`config.mk`:
```
export PLATFORM = sky130hd
export DESIGN_NAME = i2c_req_arbiter
export DESIGN_NICKNAME = d
export VERILOG_FILES = /design/src/rtl/i2c_req_arbiter_pkg.sv /design/src/rtl/i2c_req_arbiter_rr_arbiter_n.sv /design/src/rtl/i2c_req_arbiter.sv
export SDC_FILE = /design/constraint.sdc
export NUM_CORES = 1
export LEC_CHECK = 0
export ABC_AREA = 1
export BUFFER_PORTS_ARGS = -buffer_cell sky130_fd_sc_hd__buf_2
export CAP_MARGIN = 20
export CORE_ASPECT_RATIO = 0.75
export CORE_MARGIN = 2
export CORE_UTILIZATION = 45
export CTS_BUF_LIST = sky130_fd_sc_hd__clkbuf_8
export CTS_CLUSTER_SIZE = 8
export DETAILED_ROUTE_END_ITERATION = 10
export PLACE_DENSITY = 0.72
export SETUP_SLACK_MARGIN = 0.05
export SLEW_MARGIN = 25
export SYNTH_ARGS = -nofsm -noshare
export SYNTH_HDL_FRONTEND = slang
export SYNTH_SLANG_ARGS = --single-unit
export TNS_END_PERCENT = 30
```
`constraint.sdc`:
```
create_clock -name clk -period 5.4 [get_ports clk]
set_input_delay 1.08 -clock clk [delete_from_list [all_inputs] [get_ports clk]]
set_output_delay 1.08 -clock clk [all_outputs]
set_load 0.03 [all_outputs]
```
`src/rtl/i2c_req_arbiter_pkg.sv`:
```
// rtl/i2c_req_arbiter_pkg.sv - shared constants for the I2C request arbiter
// Contents: FSM state encodings, default hold/timeout lengths and the
// I2C master clock divide ratio that sizes the enable hold window.
package i2c_req_arbiter_pkg;

    localparam logic [1:0] ST_IDLE  = 2'd0;
    localparam logic [1:0] ST_ISSUE = 2'd1;
    localparam logic [1:0] ST_WAIT  = 2'd2;
    localparam logic [1:0] ST_DONE  = 2'd3;

    // The master divides clk by this ratio; one SCL period is twice that.
    localparam int MASTER_DIV = 4;

    localparam int DEF_HOLD_CYCLES    = 2 * MASTER_DIV;
    localparam int DEF_TIMEOUT_CYCLES = 4096;

endpackage

```
`src/rtl/i2c_req_arbiter_rr_arbiter_n.sv`:
```
// rtl/i2c_req_arbiter_rr_arbiter_n.sv - combinational round-robin pick
// Ports:
//   req   in  N   request vector
//   ptr   in  IW  highest-priority requester index
//   grant out N   one-hot pick (all zero when no request)
//   index out IW  encoded pick (zero when no request)
// The caller owns and updates the pointer register.
module rr_arbiter_n #(
    parameter int N  = 4,
    parameter int IW = 2
) (
    input  logic [N-1:0]  req,
    input  logic [IW-1:0] ptr,
    output logic [N-1:0]  grant,
    output logic [IW-1:0] index
);

    always_comb begin
        logic found;
        int   j;
        grant = '0;
        index = '0;
        found = 1'b0;
        j     = 0;
        for (int k = 0; k < N; k++) begin
            j = int'(ptr) + k;
            if (j >= N) begin
                j = j - N;
            end
            if (!found && req[j]) begin
                found    = 1'b1;
                grant[j] = 1'b1;
                index    = IW'(j);
            end
        end
    end

endmodule

```
`src/rtl/i2c_req_arbiter.sv`:
```
// rtl/i2c_req_arbiter.sv - round-robin sharing of one single-byte I2C master
// Ports:
//   clk, rst                          clock, async active-high reset
//   req, req_addr, req_wdata, req_rw  per-requester request and payload
//   gnt, done, err, rdata             grant / completion back to requesters
//   m_addr, m_wdata, m_rw, m_enable   registered drive to the I2C master
//   m_ready, m_rdata                  status and read byte from the master
module i2c_req_arbiter
    import i2c_req_arbiter_pkg::*;
#(
    parameter int N_REQ          = 4,
    parameter int HOLD_CYCLES    = DEF_HOLD_CYCLES,
    parameter int TIMEOUT_CYCLES = DEF_TIMEOUT_CYCLES
) (
    input  logic                 clk,
    input  logic                 rst,
    input  logic [N_REQ-1:0]     req,
    input  logic [7*N_REQ-1:0]   req_addr,
    input  logic [8*N_REQ-1:0]   req_wdata,
    input  logic [N_REQ-1:0]     req_rw,
    output logic [N_REQ-1:0]     gnt,
    output logic [N_REQ-1:0]     done,
    output logic                 err,
    output logic [7:0]           rdata,
    output logic [6:0]           m_addr,
    output logic [7:0]           m_wdata,
    output logic                 m_rw,
    output logic                 m_enable,
    input  logic                 m_ready,
    input  logic [7:0]           m_rdata
);

    localparam int IW = (N_REQ > 1) ? $clog2(N_REQ) : 1;
    localparam int HW = $clog2(HOLD_CYCLES + 1);
    localparam int TW = $clog2(TIMEOUT_CYCLES + 1);

    logic [1:0]       state;
    logic [IW-1:0]    ptr;
    logic [IW-1:0]    gidx;
    logic [HW-1:0]    hcnt;
    logic [TW-1:0]    tcnt;
    logic [N_REQ-1:0] arb_grant;
    logic [IW-1:0]    arb_index;
    logic             timeout_hit;
    logic             hold_last;
    logic [IW-1:0]    ptr_next;

    rr_arbiter_n #(
        .N  (N_REQ),
        .IW (IW)
    ) u_rr_arbiter_n (
        .req   (req),
        .ptr   (ptr),
        .grant (arb_grant),
        .index (arb_index)
    );

    assign timeout_hit = (tcnt == TW'(TIMEOUT_CYCLES - 1));
    assign hold_last   = (hcnt == HW'(HOLD_CYCLES - 1));
    assign ptr_next    = (gidx == IW'(N_REQ - 1)) ? '0 : gidx + 1'b1;

    always_ff @(posedge clk or posedge rst) begin
        if (rst) begin
            state    <= ST_IDLE;
            ptr      <= '0;
            gidx     <= '0;
            hcnt     <= '0;
            tcnt     <= '0;
            gnt      <= '0;
            done     <= '0;
            err      <= 1'b0;
            rdata    <= 8'h00;
            m_addr   <= 7'h00;
            m_wdata  <= 8'h00;
            m_rw     <= 1'b0;
            m_enable <= 1'b0;
        end else begin
            // done/err are single-cycle strobes raised only on entry to DONE.
            done <= '0;
            err  <= 1'b0;
            case (state)
                ST_IDLE: begin
                    // A master still busy from an aborted transfer keeps
                    // ready low, which holds off the next grant.
                    if ((|req) && m_ready) begin
                        gnt      <= arb_grant;
                        gidx     <= arb_index;
                        m_addr   <= req_addr[7*int'(arb_index) +: 7];
                        m_wdata  <= req_wdata[8*int'(arb_index) +: 8];
                        m_rw     <= req_rw[arb_index];
                        m_enable <= 1'b1;
                        hcnt     <= '0;
                        tcnt     <= '0;
                        state    <= ST_ISSUE;
                    end
                end
                ST_ISSUE: begin
                    // Ready is meaningless here: the master drops it as soon
                    // as it sees enable.
                    tcnt <= tcnt + 1'b1;
                    if (timeout_hit) begin
                        m_enable <= 1'b0;
                        done     <= gnt;
                        err      <= 1'b1;
                        state    <= ST_DONE;
                    end else if (hold_last) begin
                        // Dropping enable before the second ACK phase makes
                        // the master STOP instead of chaining another byte.
                        m_enable <= 1'b0;
                        state    <= ST_WAIT;
                    end else begin
                        hcnt <= hcnt + 1'b1;
                    end
                end
                ST_WAIT: begin
                    tcnt <= tcnt + 1'b1;
                    if (m_ready) begin
                        if (m_rw) begin
                            rdata <= m_rdata;
                        end
                        done  <= gnt;
                        state <= ST_DONE;
                    end else if (timeout_hit) begin
                        done  <= gnt;
                        err   <= 1'b1;
                        state <= ST_DONE;
                    end
                end
                ST_DONE: begin
                    gnt   <= '0;
                    ptr   <= ptr_next;
                    state <= ST_IDLE;
                end
                default: begin
                    state <= ST_IDLE;
                end
            endcase
        end
    end

endmodule

```
**After elaboration in Yosys (flattened, before gate mapping)**

Index checks and enable logic that the tools add are counted.

- Logic and storage cells: 139
- Register bits: 57
- Output and inout port bits: 34
- Input bits: 79

- Multiplexer cells: 62
- Reductions and logical operators: 24
- $mul: 1
- Shift operators: 2
- Eq/ne operators: 11
- Add/sub/neg operators: 10
- Bitwise operators: 3
- Order comparisons: 13

Operators with widths:

| kind | count |
|---|---|
| $ge A32 B1 Y1 const B | 4 |
| $lt A32 B4 Y1 const B | 4 |
| $mux W32 | 4 |
| $ge A32 B4 Y1 const B | 3 |
| $sub A32 B4 Y32 const B | 3 |
| $mux W4 | 10 |
| $shiftx A32 B6 Y8 | 1 |
| $shiftx A28 B6 Y7 | 1 |
| $pmux W13 S2 | 1 |
| $pmux W4 S2 | 3 |
| $mux W1 | 21 |
| $mux W2 | 10 |
| $add A13 B1 Y13 const B | 1 |
| $eq A13 B12 Y1 const B | 1 |
| $mux W13 | 1 |
| $or A4 B4 Y4 | 3 |
| $bmux W1 S2 | 5 |
| $reduce_and A3 Y1 | 3 |
| $demux W1 S2 | 4 |
| $logic_and A1 B1 Y1 | 8 |
| $pmux W2 S4 | 1 |
| $add A2 B2 Y3 const B | 2 |
| $eq A2 B2 Y1 const B | 3 |
| $ne A2 B2 Y1 const B | 3 |
| 18 further kinds | 26 |

**Longest topological paths before layout**

Gate-level depths: netlist of the first run.

- Depth in word-level cells: 17
- Depth in mapped cells: 17
- Gate-level depth less buffers: 15

**Modules after synthesis**

Synthesis of the first run repeated with hierarchy kept, for this count alone.

- Cell total of the unflattened synthesis: 469
- Area total of the unflattened synthesis: 3672.3 µm²

Modules (own cells, without submodules):

| module | area an instance (µm²) | sequential area each (µm²) | cells an instance | times used |
|---|---|---|---|---|
| i2c_req_arbiter | 3119.2 | 1426.4 | 384 | 1 |
| rr_arbiter_n | 553.0 | 0.0 | 85 | 1 |

**Worst setup path before layout of the first run**

Ideal clock, no wire load.

- Path type: in2reg
- From: in req[3]
- To: reg m_addr[1]
- Setup time: 0.117 ns
- Path buffers: 1
- Required time: 5.283 ns
- Cell stages on the path: 15
- Arrival time: 2.206 ns
- Setup slack: 3.077 ns
- Path through: inv_1 nand2_1 nand3_1 nand2_4 nor2_4 nand2_1 nand2_1 nand2_4 nand2_4 buf_6 nand2_1 nand3_1 nand2_1 nand2_1 nand2_1

- Cells in the longest elaborated chain, start to end: 15
- Elaborated cells between the ends (all ways): 30
- Classes of those cells: mul: 1; shift: 1; mux: 19; reduce/logical: 9

Ends and longest elaborated chain:

| what | RTL line | RTL |
|---|---|---|
| from (decl) | i2c_req_arbiter.sv:17 | `input logic [N_REQ-1:0] req,` |
| $bmux W1 S2 | i2c_req_arbiter_rr_arbiter_n.sv:30 | `if (!found && req[j]) begin` |
| $mux W1 (implied by the code) (2 in a row) | i2c_req_arbiter_rr_arbiter_n.sv:30 |  |
| $mux W1 | i2c_req_arbiter_rr_arbiter_n.sv:30 |  |
| $logic_not A1 Y1 | i2c_req_arbiter_rr_arbiter_n.sv:30 |  |
| $logic_and A1 B1 Y1 | i2c_req_arbiter_rr_arbiter_n.sv:30 |  |
| $mux W1 | i2c_req_arbiter_rr_arbiter_n.sv:30 |  |
| $logic_not A1 Y1 | i2c_req_arbiter_rr_arbiter_n.sv:30 |  |
| $logic_and A1 B1 Y1 | i2c_req_arbiter_rr_arbiter_n.sv:30 |  |
| $mux W1 | i2c_req_arbiter_rr_arbiter_n.sv:30 |  |
| $logic_not A1 Y1 | i2c_req_arbiter_rr_arbiter_n.sv:30 |  |
| $logic_and A1 B1 Y1 | i2c_req_arbiter_rr_arbiter_n.sv:30 |  |
| $mux W2 | i2c_req_arbiter_rr_arbiter_n.sv:30 |  |
| $mul A3 B2 Y5 | i2c_req_arbiter.sv:88 | `m_addr <= req_addr[7*int'(arb_index) +: 7];` |
| $shiftx A28 B6 Y7 | i2c_req_arbiter.sv:88 |  |
| to (signal assigned) | i2c_req_arbiter.sv:88 |  |
| to (decl) | i2c_req_arbiter.sv:25 | `output logic [6:0] m_addr,` |

Parallel ways exist; a longest one is shown, timed or not. The select of a mux whose other input is x is not followed.
A chain may end at the register's enable or synchronous reset.

**Final worst setup path of the first run**

- From: reg ptr[0]
- To: reg m_addr[0]

- Cells in the longest elaborated chain, start to end: 17
- Elaborated cells between the ends (all ways): 42
- Classes of those cells: add/sub: 7; mul: 1; order compare: 4; shift: 1; mux: 23; reduce/logical: 6

Ends and longest elaborated chain:

| what | RTL line | RTL |
|---|---|---|
| from (decl) | i2c_req_arbiter.sv:38 | `logic [IW-1:0] ptr;` |
| from (signal assigned) | i2c_req_arbiter.sv:131 | `ptr <= ptr_next;` |
| branches (longest 14 deep; another with $sub A32 B4 Y32) | - |  |
| $mux W2 (*) | i2c_req_arbiter_rr_arbiter_n.sv:30 |  |
| $mul A3 B2 Y5 (*) | i2c_req_arbiter.sv:88 |  |
| $shiftx A28 B6 Y7 (*) | i2c_req_arbiter.sv:88 |  |

Mark *: on every way between the ends. The select of a mux whose other input is x is not followed.

==> results of run 1 <==
worst register-to-register path: cells and delay by family, from the launching register on:
family                   cells  cell delay [ns]
buffers and inverters        3             0.29
AND/OR/NAND/NOR             10             1.71
flip-flops                   1             0.63
adder cells (fa/ha/maj)      1             0.39
cells by family after synthesis:
logic type	Yosys count
AO/OA/AOI/OAI	50
XOR/XNOR	1
adder cells (fa/ha/maj)	11
buffers and inverters	101
flip-flops	57
multiplexers	8
AND/OR/NAND/NOR	284
placed cells by master, fill, tap and decap left out, types with 2 or more instances in the layout:
cell	instances
a21oi_1	15
a22oi_1	4
a31oi_1	3
buf_2	112
clkbuf_8	11
clkinv_2	2
dfrtp_1	57
ha_1	11
inv_1	82
inv_2	3
mux2_2	8
nand2_1	159
nand2_2	6
nand2_4	3
nand3_1	84
nand4_1	5
nor2_1	18
nor3_1	4
o21ai_0	14
o22ai_1	5
o31ai_1	2
power groups by stage:
stage / combinational, mW / clock (mW) / sequential (mW)
finish: 1.75 / 0.389 / 0.698
global route: 1.97 / 0.427 / 0.716
CTS: 1.75 / 0.400 / 0.698
detailed placement: 1.75 / 0 / 0.701
global placement: 1.72 / 0 / 0.698
floorplan: 1.27 / 0 / 0.870
state kept, by name (all words and copies together), names as in the netlist, 4 cells and up:
name     count
done         4
tcnt        13
rdata        8
gnt          4
hcnt         4
m_wdata      8
m_addr       7
final cells by class:
class,count,area [um2]
Clock inverter,4,43.79
Fill cell,779,3431
Tap cell,105,131.4
Multi-Input combinational cell,354,1803
Sequential cell,57,1426
Timing Repair Buffer,113,568.0
Inverter,86,327.8
Clock buffer,11,151.4
per-stage QoR:
| step | power [mW] | utilization | worst slack, ns | instances |
|---|---|---|---|---|
| 5_1_grt | 3.113 | 0.5648 | 2.006 | 730 |
| 3_5_place_dp | 2.451 | 0.5400 | 2.047 | 715 |
| 2_1_floorplan | 2.139 | - | 2.920 | 512 |
| 3_3_place_gp | 2.414 | 0.5400 | 2.146 | 715 |
| 6_report | 2.837 | 0.5648 | 2.270 | 730 |
| 4_1_cts | 2.851 | 0.5648 | 2.313 | 730 |
metal layers:
layer | wire length, um | part of all wire
met1 | 3979 | 0.45
met2 | 4121 | 0.47
met3 | 636 | 0.072
met4 | 121 | 0.014
met5 | 0 | 0
worst min-delay path by stage:
stage,slack [ns],endpoint,startpoint,cells after the start
2_1_floorplan,0.46,gidx[1],gidx[1],2
6_report,0.47,m_wdata[4],m_wdata[4],2
3_5_place_dp,0.46,m_wdata[4],m_wdata[4],2
4_1_cts,0.48,m_wdata[4],m_wdata[4],2
3_3_place_gp,0.46,m_wdata[4],m_wdata[4],2
5_1_grt,0.50,m_wdata[4],m_wdata[4],2
==> summary.txt, run 1 <==
Flow run
  – Max-cap viol count: 0

Die
  – Initial core utilization: 0.4646
  – DIE AREA: 8883 um2
  – Die width: 108.2 um
  – IO Pins: 113
  – FP Rows: 28
  – Die Y: 82.13 um
  – Core area: 7883 um2

Logic synthesis
  – Number of enable flip-flop cells after synthesis: 0
  – Post-synthesis xor/xnor area fraction: 0.002392
  – Synth area leader: dfrtp_1
  – Post-Synth Simple-Gate Area: 0.3475
  – Largest family of logic cells by synthesized area: simple AND/OR/NAND/NOR gates
  – Number of synthesized register bits: 57
  – Post-synthesis mux area share: 0.02460
  – Top cells by count, synth: 159 x nand2_1, 84 x nand3_1, 82 x inv_1, 57 x dfrtp_1, 18 x nor2_1
  – Top cells by area, synth: dfrtp_1 39%, nand2_1 16%, nand3_1 11%
  – Post-Syn Instances: 512
  – Sequential cell area fraction in the yosys report: 0.3895
  – Share of synthesized registers carrying an async set or reset: 1.000
  – Ys flop type: dfrtp_1
  – Synth Net Count: 602
  – Yosys warns: 0
  – Compound-Gate Fraction of Synth Area: 0.08029
  – Top-count cell post-synth: nand2_1
  – Cell variety after synth: 37
  – Synth top area share: 0.3895
  – Adder-cell share of the synthesized area: 0.03758
  – Area of the mapped netlist: 3662 um2
  – Syn avg cell area: 7.153 um2

CTS
  – Post_cts resized: 0
  – Clock input transition at the sequential cells of the worst setup and hold paths: 0.06 ns
  – H-tree depth: 3
  – CTS Sinks: 57
  – Hold_buf cts: 0
  – CTS Buffer Depth: 2
  – Clock Latency Late Sink: 0.33 ns
  – CTS tree: built
  – CTS buffer count: 9
  – Post-CTS setup buffers: 0
  – CTS Root Cell: clkbuf_8

Critical path
  – CP max stage delay: 0.63 ns
  – R2R Setup Slk: 2.27 ns
  – Worst setup EP type: flop
  – Setup crit end: m_addr[0]
  – R2r worst-path depth: 14
  – Critical path's slowest cell: dfrtp_1
  – Maximum fanout along the worst path: 34
  – CP required: 5.62 ns
  – Critical R2R Launch: ptr[0]
  – Kind of critical path: flop to flop
  – Critical Path Most Common Cell: nand2_1
  – Critical path origin: ptr[0]
  – CP Buf/Inv Count: 3
  – Worst EP arrival: 3.35 ns
  – CP cell instances: inv_6 > ha_1 > inv_1 > nand3_1 > nand2_2 > inv_2 > nor2_8 > nand4_4 > nand2_4 > nand2_1 > nand3_1 > nand2_1 > nand2_1 > nand2_1
  – Worst flop-to-flop path endpoint: m_addr[0]
  – Critical path depth in cells: 14
  – Startpoint types: flop
  – CP delay by family, top: simple AND/OR/NAND/NOR gates

Global route
  – Initial antenna violation count: 0
  – Grt total ovfl: 0
  – Met2 Usage GRT: 0.3648
  – GR Util met3: 0.06436
  – M1 GR Usage: 0.2674
  – Vias in the first global route: 3431
  – GRT Resource Usage Total: 0.2155
  – Global route hottest layer: met2
  – Largest net degree at the start of global routing: 58
  – First-pass GRT wire length: 14970 um

Timing
  – Slew Viols, Final: 0
  – Crit share post-route: 0.5797
  – Final Skew: 0.008172 ns
  – Hold slack: 0.4739 ns
  – Top achievable clock speed: 319.5 MHz
  – Final setup fails: 0
  – Final min period: 3.130 ns
  – Worst slew pin tran: 0.9571 ns
  – Slew margin rel.: 0.3601
  – Hold Fails Final Rpt: 0
  – RSZ-0062 raised after global routing: no
  – Final setup TNS: 0 ns

Pwr
  – Clk network pwr share: 0.137
  – Net Sw Power: 1.477 mW
  – Worst VDD drop: 0.0003093 V
  – Net Sw Frac: 0.5206
  – LEAKAGE: 2.589 nW
  – Internal power: 1.360 mW
  – Power Dens Cells: 637.3 nW/um2
  – Sequential Power Share: 0.246
  – Combinational share of power: 0.617

Place
  – Port Buf Inserts: 112
  – Placed cell areas: 4257 um2
  – Placer congestion estimate: 0.9357
  – Hpwl dp: 6676 um

Detailed routing
  – Drt wl/cell: 12.13 um
  – Remaining DRCs: 0
  – Drt first pass iters: 4
  – Overall routed net length: 8858 um
  – Via-to-Cell Ratio: 4.975
  – Vias: 3632
  – Initial DRC Count: 171
  – Final ANT Viol Nets: 0

Outcome
  – Status: finished, final reports clean

Min path
  – Worst hold path class: flop to flop

Final layout
  – Layout area overhead: 21.56%
  – Ratio of cells with drive above 1 in the final layout: 0.2432
  – Antenna cells: 0
  – NumNets Final: 711
  – Fin area: 4452 um2
No activity file was read; power rests on OpenSTA's default activity.
==> inputs of run 2 (changes only) <==
- PLACE_DENSITY: 0.72 -> 0.74
- clock period: 5.4 -> 2.59 ns (I/O delays scaled with it)
==> run 2 against run 1 <==
  * Sequential share of layout area decreased by 0.83 points
  * Global-route usage is 0.86 points higher
  * Clock skew down 0.0030 ns
  * Cell count increased by 1.1%
  * Sequential cell count is the same
  * Clock power rose by 130%
  * Worst hold slack got worse by 0.28 ns
  * Die area unchanged
  * Sequential power grew 100%
  * Critical path depth decreased by 3
  * Count of clock-buffer cells in the layout up 2
==> summary.txt, run 2 (synthesis results as in run 1) <==
Outcome
  – Status: finished, final reports clean

Critical path
  – Worst setup EP type: flop
  – Kind of critical path: flop to flop
  – Critical path's slowest cell: dfrtp_1
  – Critical Path Most Common Cell: nand2_1
  – CP cell instances: inv_1 > ha_1 > inv_1 > or2_2 > nand2_1 > nand2_1 > nor2_1 > nand2_1 > clkinv_1 > nand3_1 > and3_1
  – CP required: 2.81 ns
  – Worst EP arrival: 2.52 ns
  – Critical path depth in cells: 11
  – CP max stage delay: 0.42 ns
  – R2r worst-path depth: 11
  – CP delay by family, top: simple AND/OR/NAND/NOR gates
  – Maximum fanout along the worst path: 5
  – Startpoint types: flop
  – CP Buf/Inv Count: 3

Detailed routing
  – Overall routed net length: 9082 um
  – Initial DRC Count: 196
  – Vias: 3677
  – Remaining DRCs: 0
  – Via-to-Cell Ratio: 4.982
  – Drt first pass iters: 4
  – Final ANT Viol Nets: 0
  – Drt wl/cell: 12.31 um

Pwr
  – Clk network pwr share: 0.142
  – Net Sw Frac: 0.5046
  – Sequential Power Share: 0.231
  – Net Sw Power: 3.124 mW
  – Combinational share of power: 0.627
  – LEAKAGE: 2.640 nW
  – Internal power: 3.067 mW
  – Power Dens Cells: 1355 nW/um2
  – Worst VDD drop: 0.0007685 V

Global route
  – Grt total ovfl: 0
  – First-pass GRT wire length: 15520 um
  – Largest net degree at the start of global routing: 35
  – Initial antenna violation count: 1
  – GRT Resource Usage Total: 0.2241
  – Vias in the first global route: 3524

Place
  – DP Worst Slack: 0.07917 ns
  – Placed insts: 722
  – Hpwl dp: 6903 um
  – Placed cell areas: 4334 um2
  – Port Buf Inserts: 112
  – Placer congestion estimate: 0.8490

Final layout
  – Most common cell after layout, fill and taps aside: nand2_1
  – Finished Layout Cells: 738
  – Reg with most FFs: tcnt
  – Layout area overhead: 24.80%
  – Fin area: 4571 um2
  – Fillcell total: 742
  – Max FFs per register: 13
  – Ratio of cells with drive above 1 in the final layout: 0.2563
  – Largest regs: tcnt: 13 flops, m_wdata: 8 flops, rdata: 8 flops
  – Commonest cells after routing, fill and taps aside: 159 x nand2_1, 112 x buf_2, 84 x nand3_1
  – NumNets Final: 718

CTS
  – H-tree depth: 3
  – Clock input transition at the sequential cells of the worst setup and hold paths: 0.06 ns
  – Hold_buf cts: 0
  – CTS Buffer Depth: 2
  – CTS Sinks: 57
  – CTS Root Cell: clkbuf_8
  – Clock Latency Late Sink: 0.34 ns
  – CTS buffer count: 9
  – CTS tree: built

Die
  – Core area: 7883 um2
  – FP Rows: 28
  – Initial core utilization: 0.4646
  – Die Y: 82.13 um
  – Die width: 108.2 um
  – IO Pins: 113
  – DIE AREA: 8883 um2

Timing
  – Slew Viols, Final: 0
  – RSZ-0062 raised after global routing: no
  – Final setup TNS: 0 ns
  – Hold Fails Final Rpt: 0
  – Crit share post-route: 0.8858
  – Slew margin rel.: 0.6470
  – Worst slew pin tran: 0.5239 ns
  – Final min period: 2.294 ns
  – Final Skew: 0.005141 ns
  – Final setup fails: 0
  – Top achievable clock speed: 435.9 MHz
  – Final WS setup: 0.2959 ns

Min path
  – Worst hold path class: input port to asynchronous set/reset pin

Flow run
  – Max-cap viol count: 0
## run 2: timing repair
action	CTS	global route
endpoints found under the setup margin	0	16
resized for setup	0	5
buffers inserted	0	0
## run 2: final cells by class
cell class	instances	area [um2]	area share
clock buffers	13	178.9	0.03915
inverters	86	327.8	0.07172
repair buffers	120	649.4	0.1421
clock inverters	2	35.03	0.007665
multi-input cells	354	1819	0.3980
diodes	1	2.502	0.0005475
well taps	105	131.4	0.02874
flip-flops and latches	57	1426	0.3121
## run 2: worst register-to-register path, cell delays in order (launching register included)
cell      delay, ns
dfrtp_1        0.42
inv_1          0.09
ha_1           0.37
inv_1          0.08
or2_2          0.28
nand2_1        0.13
nand2_1        0.12
nor2_1         0.22
nand2_1        0.11
clkinv_1       0.11
nand3_1        0.07
and3_1         0.17
## run 2: metrics by stage
step	hold slack (ns)	power, mW	utilization
4_1_cts	0.1888	6.194	0.5770
6_report	0.1981	6.191	0.5798
5_1_grt	0.2165	6.789	0.5798
3_5_place_dp	0.4667	5.279	0.5498
2_1_floorplan	0.4570	4.459	-
3_3_place_gp	0.4647	5.194	0.5498
## run 2: routing by layer
layer	track usage	vias to the layer above	share of wire
met5	0	-	0
met4	0.06026	0	0
met3	0.07771	0	0.069
met2	0.3874	107	0.48
met1	0.2700	1703	0.45
li1	-	1867	-
## run 2: power by group through the flow
| stage | Sequential, mW | Combinational (mW) | Clock (mW) |
|---|---|---|---|
| after detailed placement | 1.43 | 3.85 | 0 |
| after global routing | 1.47 | 4.37 | 0.953 |
| final | 1.43 | 3.88 | 0.878 |
| after global placement | 1.43 | 3.76 | 0 |
| after CTS | 1.43 | 3.85 | 0.917 |
| after floorplan | 1.81 | 2.65 | 0 |
## run 2: worst paths after layout
| path | startpoint | endpoint | slack, ns |
|---|---|---|---|
| worst max-delay path | state[1] | tcnt[10] | 0.30 |
| worst min-delay path | rst | m_addr[1] | 0.20 |
| worst max register to register | state[1] | tcnt[10] | 0.30 |
| worst min register to register | m_enable | m_enable | 0.49 |
| max in group asynchronous | rst | done[1] | 1.73 |
| min in group clk | m_rdata[6] | rdata[6] | 0.40 |
==> inputs of run 3 (changes only) <==
- CELL_PAD_IN_SITES_DETAIL_PLACEMENT: not set -> 1
- CELL_PAD_IN_SITES_GLOBAL_PLACEMENT: not set -> 1
- CORE_UTILIZATION: 45 -> 34
- PLACE_DENSITY: 0.74 -> not set
- PLACE_DENSITY_LB_ADDON: not set -> 0.1
==> run 3 against run 2 <==
  * Register-to-register slack worse by 0.02 ns
  * Via count up 2.1%
  * Largest power group unchanged
  * Critical path depth up 4
  * Combinational power up 5%
==> summary.txt, run 3 (synthesis results as in run 1) <==
Outcome
  – Status: finished, final reports clean

Critical path
  – Critical R2R Launch: ptr[1]
  – CP cell instances: inv_4 > ha_2 > inv_1 > nand3_1 > nand2_2 > inv_2 > nor2_8 > nand2_2 > nand2_4 > clkbuf_16 > nand3_1 > nand3_1 > nand2_1 > nand2_1 > nand2_1
  – CP max stage delay: 0.45 ns
  – R2R Setup Slk: 0.28 ns
  – CP delay by family, top: simple AND/OR/NAND/NOR gates
  – Critical path's slowest cell: dfrtp_2
  – Maximum fanout along the worst path: 15
  – CP required: 2.83 ns
  – Worst setup EP type: flop
  – Worst flop-to-flop path endpoint: m_addr[5]
  – Kind of critical path: flop to flop
  – R2r worst-path depth: 15
  – CP Buf/Inv Count: 4
  – Startpoint types: flop
  – Worst EP arrival: 2.55 ns

Global route
  – Vias in the first global route: 3824
  – Initial antenna violation count: 0
  – GRT Resource Usage Total: 0.1955
  – First-pass GRT wire length: 17900 um
  – Largest net degree at the start of global routing: 35
  – Grt total ovfl: 0

CTS
  – CTS Root Cell: clkbuf_8
  – H-tree depth: 3
  – CTS Sinks: 57
  – CTS Buffer Depth: 2
  – Clock input transition at the sequential cells of the worst setup and hold paths: 0.07 ns
  – CTS buffer count: 9
  – Clock Latency Late Sink: 0.35 ns
  – CTS tree: built

Detailed routing
  – Remaining DRCs: 0
  – Drt first pass iters: 4
  – Vias: 3755
  – Overall routed net length: 10760 um
  – Drt wl/cell: 14.01 um
  – Final ANT Viol Nets: 0
  – Via-to-Cell Ratio: 4.889
  – Initial DRC Count: 183

Timing
  – RSZ-0062 raised after global routing: no
  – Slew Viols, Final: 0
  – Worst slew pin tran: 0.6035 ns
  – Final Skew: 0.008035 ns
  – Crit share post-route: 0.8916
  – Hold Fails Final Rpt: 0
  – Slew margin rel.: 0.5934
  – Final setup TNS: 0 ns
  – Top achievable clock speed: 433.0 MHz
  – Final setup fails: 0
  – Final min period: 2.309 ns

Final layout
  – Commonest cells after routing, fill and taps aside: 159 x nand2_1, 112 x buf_2, 84 x nand3_1
  – Max FFs per register: 13
  – Layout area overhead: 25.21%
  – Most common cell after layout, fill and taps aside: nand2_1
  – Ratio of cells with drive above 1 in the final layout: 0.2595
  – NumNets Final: 717
  – Reg with most FFs: tcnt
  – Largest regs: tcnt: 13 flops, m_wdata: 8 flops, rdata: 8 flops
  – Antenna cells: 0
  – Fin util: 0.4422

Pwr
  – Power Total: 6.279 mW
  – LEAKAGE: 2.620 nW
  – Worst VDD drop: 0.0006423 V
  – Power Dens Cells: 1369 nW/um2

Die
  – IO Pins: 113
  – Die width: 123.8 um
  – FP Rows: 32
  – DIE AREA: 11630 um2
  – Core area: 10370 um2
  – Initial core utilization: 0.3532
  – Die Y: 93.88 um

Place
  – Port Buf Inserts: 112
  – Hpwl dp: 8230 um
  – Placer congestion estimate: 0.8392

Flow run
  – Max-cap viol count: 0

Min path
  – Worst hold path class: input port to asynchronous set/reset pin
[run 3: changes by cell type in the layout (fill, tap and decap cells not counted), moves of 2 or more]
cell,previous run,this run
buf_4,5,3
clkbuf_8,13,11
clkinv_2,1,3
clkinvlp_4,0,2
[run 3: timing repair]
| action | CTS | global route |
|---|---|---|
| hold buffers | 0 | 0 |
| setup buffers | 0 | 0 |
| endpoints found under the hold margin | 0 | 0 |
| setup endpoints to repair | 0 | 16 |
| resized for setup | 0 | 7 |
[run 3: routing by layer]
layer	share of wire	routed length, um	track usage
met1	0.48	5175	0.2565
met2	0.46	4958	0.3237
met3	0.050	537	0.04551
met4	0.0085	92	0.05114
met5	0	0	0
[run 3: where the power goes]
group | internal (mW) | switching, mW
clock network | 0.393 | 0.380
registers | 1.22 | 0.226
logic | 1.36 | 2.70
total | 2.97 | 3.31
[run 3: worst register-to-register path: stages, from the launching register on]
cell and delay, ns:
dfrtp_2 0.45, inv_4 0.11, ha_2 0.30, inv_1 0.10, nand3_1 0.10, nand2_2 0.16, inv_2 0.08, nor2_8 0.15
nand2_2 0.09, nand2_4 0.14, clkbuf_16 0.19, nand3_1 0.08, nand3_1 0.10, nand2_1 0.06, nand2_1 0.05, nand2_1 0.05
[run 3: worst max-delay path by stage]
stage,from,depth (start not counted),slack [ns],end
after floorplan,ptr[0],16,0.48,m_wdata[1]
after global placement,ptr[1],14,0.27,m_addr[2]
after detailed placement,ptr[1],14,0.12,m_addr[2]
after CTS,ptr[1],13,0.1,m_addr[6]
after global routing,ptr[1],15,0.07,m_addr[2]
final,ptr[1],15,0.28,m_addr[5]
[run 3: layout make-up]
cell class	count	area [um2]
clock buffers	11	151.4
inverters	86	330.3
well taps	136	170.2
fillers	1366	5784
multi-input cells	354	1817
clock inverters	5	30.03
repair buffers	119	659.4
flip-flops and latches	57	1428
[run 3: per-stage QoR]
step	cell area, um2	hold WS [ns]	setup WS (ns)	instances
floorplan	3662	0.4570	0.4833	512
global placement	4358	0.4591	0.2686	751
detailed placement	4358	0.4645	0.1175	751
CTS	4539	0.2426	0.09599	767
global route	4586	0.2764	0.06664	768
finish	4586	0.2322	0.2807	768
